[src/rtl/mem_req_ctrl.sv]
// mem_req_ctrl: MEM-stage load/store controller for an SRAM-like data bus.
// Holds the pipeline while one transaction is outstanding, replicates store
// data across byte lanes and extracts/extends load results.
// Optional feature: define MEM_ALIGN_EXC_EN to flag misaligned half/word
// accesses through adel/ades/badvaddr instead of issuing them; without it the
// misaligned low address bits are dropped.
//
// state | meaning
// IDLE  | no transaction; start when MEM stage holds a legal load/store
// ADDR  | data_req asserted with fields held, waiting for data_addr_ok
// DATA  | address accepted, waiting for data_data_ok
// DONE  | response in; pipeline released, load result valid unless cancelled
module mem_req_ctrl (
    input  logic        clk,
    input  logic        resetn,
    input  logic        memen,
    input  logic        memwrite,
    input  logic [1:0]  size,
    input  logic        sign_ext,
    input  logic [31:0] addr,
    input  logic [31:0] wdata,
    input  logic        flush,
    output logic        data_req,
    output logic        data_wr,
    output logic [1:0]  data_size,
    output logic [31:0] data_addr,
    output logic [31:0] data_wdata,
    input  logic        data_addr_ok,
    input  logic        data_data_ok,
    input  logic [31:0] data_rdata,
    output logic        stall,
    output logic [31:0] rdata,
    output logic        rdata_valid,
    output logic        adel,
    output logic        ades,
    output logic [31:0] badvaddr
);

    typedef enum logic [1:0] {
        IDLE = 2'd0,
        ADDR = 2'd1,
        DATA = 2'd2,
        DONE = 2'd3
    } state_t;

    state_t      state;
    logic        cancel;
    logic        ld_sign;
    logic        is_half;
    logic        is_word;
    logic        addr_err;
    logic        start;
    logic [31:0] aligned_addr;
    logic [31:0] store_data;
    logic [31:0] load_data;
    logic [7:0]  ld_byte;
    logic [15:0] ld_half;

    // size 11 behaves as a word access everywhere
    assign is_half = (size == 2'b01);
    assign is_word = size[1];

`ifdef MEM_ALIGN_EXC_EN
    logic misaligned;
    assign misaligned = (is_half && addr[0]) || (is_word && (addr[1:0] != 2'b00));
    // Only a fresh MEM-stage access in IDLE can fault; flush suppresses it
    assign addr_err   = resetn && (state == IDLE) && memen && !flush && misaligned;
    assign adel       = addr_err && !memwrite;
    assign ades       = addr_err && memwrite;
    assign badvaddr   = addr_err ? addr : 32'h0;
`else
    assign addr_err   = 1'b0;
    assign adel       = 1'b0;
    assign ades       = 1'b0;
    assign badvaddr   = 32'h0;
`endif

    assign start = resetn && (state == IDLE) && memen && !flush && !addr_err;

    // The IDLE term holds the pipeline in the same cycle the access is seen
    assign stall = resetn && (start || (state == ADDR) || (state == DATA));

    // Drop low address bits a half/word access cannot use
    always_comb begin
        aligned_addr = addr;
        if (is_word) begin
            aligned_addr[1:0] = 2'b00;
        end else if (is_half) begin
            aligned_addr[0] = 1'b0;
        end
    end

    // Replicate right-aligned store data onto every lane the access may hit
    always_comb begin
        case (size)
            2'b00:   store_data = {4{wdata[7:0]}};
            2'b01:   store_data = {2{wdata[15:0]}};
            default: store_data = wdata;
        endcase
    end

    // Extract the addressed lane of the response and extend it
    always_comb begin
        case (data_addr[1:0])
            2'b00:   ld_byte = data_rdata[7:0];
            2'b01:   ld_byte = data_rdata[15:8];
            2'b10:   ld_byte = data_rdata[23:16];
            default: ld_byte = data_rdata[31:24];
        endcase
        ld_half = data_addr[1] ? data_rdata[31:16] : data_rdata[15:0];
        case (data_size)
            2'b00:   load_data = {{24{ld_sign & ld_byte[7]}}, ld_byte};
            2'b01:   load_data = {{16{ld_sign & ld_half[15]}}, ld_half};
            default: load_data = data_rdata;
        endcase
    end

    // Sequencer: request issue, response capture and cancel tracking
    always_ff @(posedge clk or negedge resetn) begin
        if (!resetn) begin
            state       <= IDLE;
            cancel      <= 1'b0;
            ld_sign     <= 1'b0;
            rdata       <= 32'h0;
            rdata_valid <= 1'b0;
            data_req    <= 1'b0;
            data_wr     <= 1'b0;
            data_size   <= 2'b00;
            data_addr   <= 32'h0;
            data_wdata  <= 32'h0;
        end else begin
            rdata_valid <= 1'b0;
            case (state)
                IDLE: begin
                    if (start) begin
                        state      <= ADDR;
                        data_req   <= 1'b1;
                        data_wr    <= memwrite;
                        data_size  <= size;
                        data_addr  <= aligned_addr;
                        data_wdata <= store_data;
                        ld_sign    <= sign_ext;
                    end
                end
                ADDR: begin
                    if (flush) begin
                        cancel <= 1'b1;
                    end
                    // data_data_ok alone is not a response until the address is taken
                    if (data_addr_ok) begin
                        data_req <= 1'b0;
                        if (data_data_ok) begin
                            state       <= DONE;
                            rdata_valid <= !data_wr && !cancel && !flush;
                            if (!data_wr) begin
                                rdata <= load_data;
                            end
                        end else begin
                            state <= DATA;
                        end
                    end
                end
                DATA: begin
                    if (flush) begin
                        cancel <= 1'b1;
                    end
                    if (data_data_ok) begin
                        state       <= DONE;
                        rdata_valid <= !data_wr && !cancel && !flush;
                        if (!data_wr) begin
                            rdata <= load_data;
                        end
                    end
                end
                DONE: begin
                    state  <= IDLE;
                    cancel <= 1'b0;
                end
                default: begin
                    state <= IDLE;
                end
            endcase
        end
    end

endmodule

[config.mk]
export PLATFORM = sky130hd
export DESIGN_NAME = mem_req_ctrl
export DESIGN_NICKNAME = d
export VERILOG_FILES = /design/src/rtl/mem_req_ctrl.sv
export SDC_FILE = /design/constraint.sdc
export NUM_CORES = 1
export LEC_CHECK = 0
export ABC_CLOCK_PERIOD_IN_PS = 2100
export CORE_MARGIN = 3
export CORE_UTILIZATION = 42
export CTS_CLUSTER_DIAMETER = 30
export DETAILED_ROUTE_END_ITERATION = 7
export GPL_ROUTABILITY_DRIVEN = 0
export PLACE_DENSITY_LB_ADDON = 0.25
export SYNTH_ARGS = -nofsm -noshare
export SYNTH_HDL_FRONTEND = slang
export SYNTH_SLANG_ARGS = --single-unit
[constraint.sdc]
create_clock -name clk -period 2.1 [get_ports clk]
set_input_delay 0.21 -clock clk [delete_from_list [all_inputs] [get_ports clk]]
set_output_delay 0.21 -clock clk [all_outputs]
set_load 0.02 [all_outputs]
==> metrics, run 1 <==
RSZ-0062 raised after global routing=no; vias in the first global route=4621; residual DRC count=0; most common cell in the netlist=dfrtp_1; CP Class=register to register; via/cell ratio=5.118; Min-Delay Path Depth=3; post-synth top area share=49.54%; Worst Max-Slew Pin Slew=0.8661 ns; HP Class=input port to register; Main synth FF type=dfrtp_1; Synth async-reset ratio=100.0%; # port buffers=207; CTS Buf Count=9; Seq/Total Area, Yosys=49.54%; Nets=808; met1 usage=24.66%; die area=0.01401 mm²; GR Util met2=35.41%; # clock sinks=105; Slew HR=42.26%; Die Height=118.4 µm; core area=0.01216 mm²; grt ovf=0; drt total wl=15010 µm; Startpoint Class=register; CTS root buf=clkbuf_16; Clock Latency Late Sink=0.35 ns; Arrival @ worst endpoint=2.21 ns; most frequent cells after synthesis=105 x dfrtp_1, 57 x nand2_1, 42 x mux2_2, 40 x a21oi_1, 36 x nor2_1; final setup violation count=0; Largest stage delay, worst path=0.40 ns; GR Util met3=7.751%; power density cells=1470 mW/mm²; Req. time, crit path=2.33 ns; crit path capture type=register; DR vias=4453; cell count after synthesis=497; status=completed; Mapped Area=0.005304 mm²; DR iter-0 viols=347; Clock transition at path regs=0.07 ns; Max Cap Violations=0; P_leak=3.322 nW; post-route setup TNS=0 ns; crit path max-delay cell type=dfrtp_1; synth warn=0; Post-synth EDFFs=0; Final Skew=0.008858 ns; syn avg cell area=10.67 µm²; Boundary Pins=242; f_max=504.8 MHz; die width=118.4 µm; routed len/inst=17.25 µm; first-pass GRT wire length=23720 µm; Longest Clk Path Bufs=2; Initial Utilization=43.61%; VDD IR max=867.5 µV; #FFs+latches synth=105; Final period util=94.33%; Rows=40; layout cell share with drive strength beyond 1=13.25%; layout filler cell count=992; Detailed Place HPWL=11110 µm; antenna cells=0; Cell variety after synth=46; remaining antenna violation count=0; Tmin final=1.981 ns; Fin. Hold Viols=0; GRT Total Usage=21.03%; Top Usage Layer GRT=met2; H-tree lvl count=3; Slew Limit Fails=0; hold_ws=0.4475 ns; largest net degree at the start of global routing=81; TritonCTS clock tree=done; CP cell instances=inv_1, ha_1, nand4b_1, buf_4, buf_16, mux2_2; most area-hungry cell type in the Yosys netlist=dfrtp_1; pre-CTS setup slack=0.05580 ns; Area Growth Syn to Fin=46.61%; initial antenna violation count=0; worst-path maximum fanout=40; final setup margin=0.1191 ns; router iterations before antenna repair=4; Area contributors post-synth=dfrtp_1 50%, mux2_2 8.9%, mux2i_1 5.9%; cells on worst reg2reg path=6
-- area by class of cell --
class | instances | area, µm² | share of cell area (%)
Clock buffer | 12 | 256.5 | 3.298
Clock inverter | 4 | 75.07 | 0.9654
Inverter | 7 | 26.28 | 0.3379
Multi-Input combinational cell | 350 | 2332 | 29.99
Sequential cell | 105 | 2628 | 33.79
Tap cell | 168 | 210.2 | 2.703
Timing Repair Buffer | 224 | 2248 | 28.91
-- path summary, 6_finish.rpt --
| check | start | to | slack [ns] |
|---|---|---|---|
| max | state[0] | data_wdata[1] | 0.12 |
| min | addr[1] | data_addr[1] | 0.45 |
| max reg2reg | state[0] | data_wdata[1] | 0.12 |
| min reg2reg | cancel | rdata_valid | 0.48 |
| max in group asynchronous | resetn | data_wdata[9] | 0.78 |
| min in group asynchronous | resetn | data_addr[17] | 0.49 |
-- routing by layer --
metal  vias up  part of all wire, %
met5         -                    0
met3        21                  9.5
met4         0                  2.1
met2       187                   49
met1      2168                   39
li1       2077                    -
-- worst max-delay path, delay by kind of cell, from the launching register on --
family | cells | cell delay, ns
muxes | 1 | 0.37
adders and majority gates | 1 | 0.25
and+or+nand+nor | 1 | 0.14
buffers and inverters | 3 | 0.68
DFF | 1 | 0.40
-- sequential cells by signal (all words and copies together) (netlist names) --
signal	cells
data_wr	1
state	2
data_addr	32
data_wdata	32
cancel	1
rdata_valid	1
data_req	1
rdata	32
ld_sign	1
data_size	2
-- through the flow --
| step | std cells | power (mW) | cell area (µm²) | utilization [%] |
|---|---|---|---|---|
| floorplan | 530 | 6.924 | 5428 | - |
| global placement | 852 | 9.430 | 7403 | 60.87 |
| detailed placement | 852 | 9.614 | 7403 | 60.87 |
| CTS | 869 | 11.52 | 7744 | 63.67 |
| global route | 870 | 12.12 | 7776 | 63.94 |
| finish | 870 | 11.43 | 7776 | 63.94 |
-- where the power goes --
part	switching [mW]	internal, mW	total [mW]
clock	0.747	1.11	1.86
combinational	3.11	2.85	5.96
sequential	0.616	3.00	3.61
-- repair_timing --
| action | in CTS | in global routing |
|---|---|---|
| endpoints found under the setup margin | 1 | 29 |
| endpoints found under the hold margin | 38 | 0 |
| resized for setup | 1 | 5 |
| hold buffers | 1 | 0 |
| setup buffers | 0 | 0 |
| cloned | 0 | 1 |
-- cells by family after synthesis --
family          count (synthesis)  share of synthesized area, %
compound gates                117                         14.82
mux                            74                         15.19
other cells                     1                       0.07070
fa+ha+maj                       5                         1.180
flops                         105                         49.54
simple gates                  120                         10.33
buf+inv                        75                         8.870
-- layout by cell type, fill, tap and decap left out, types with 8 or more instances in the layout --
cell type and n:
a22o_1 8, mux2i_1 31, mux2_2 42, conb_1 34, a221oi_2 8, dfrtp_1 105, o21ai_0 31, nor2_1 35
nand2_1 57, clkbuf_16 10, a21oi_1 40, clkdlybuf4s50_1 205, buf_4 13
No activity file was read; power rests on OpenSTA's default activity.
==> run 2: changes to the inputs <==
- CAP_MARGIN: not set -> 20
==> results of run 2 <==
Final layout, timing and power as in run 1 (identical DEF).
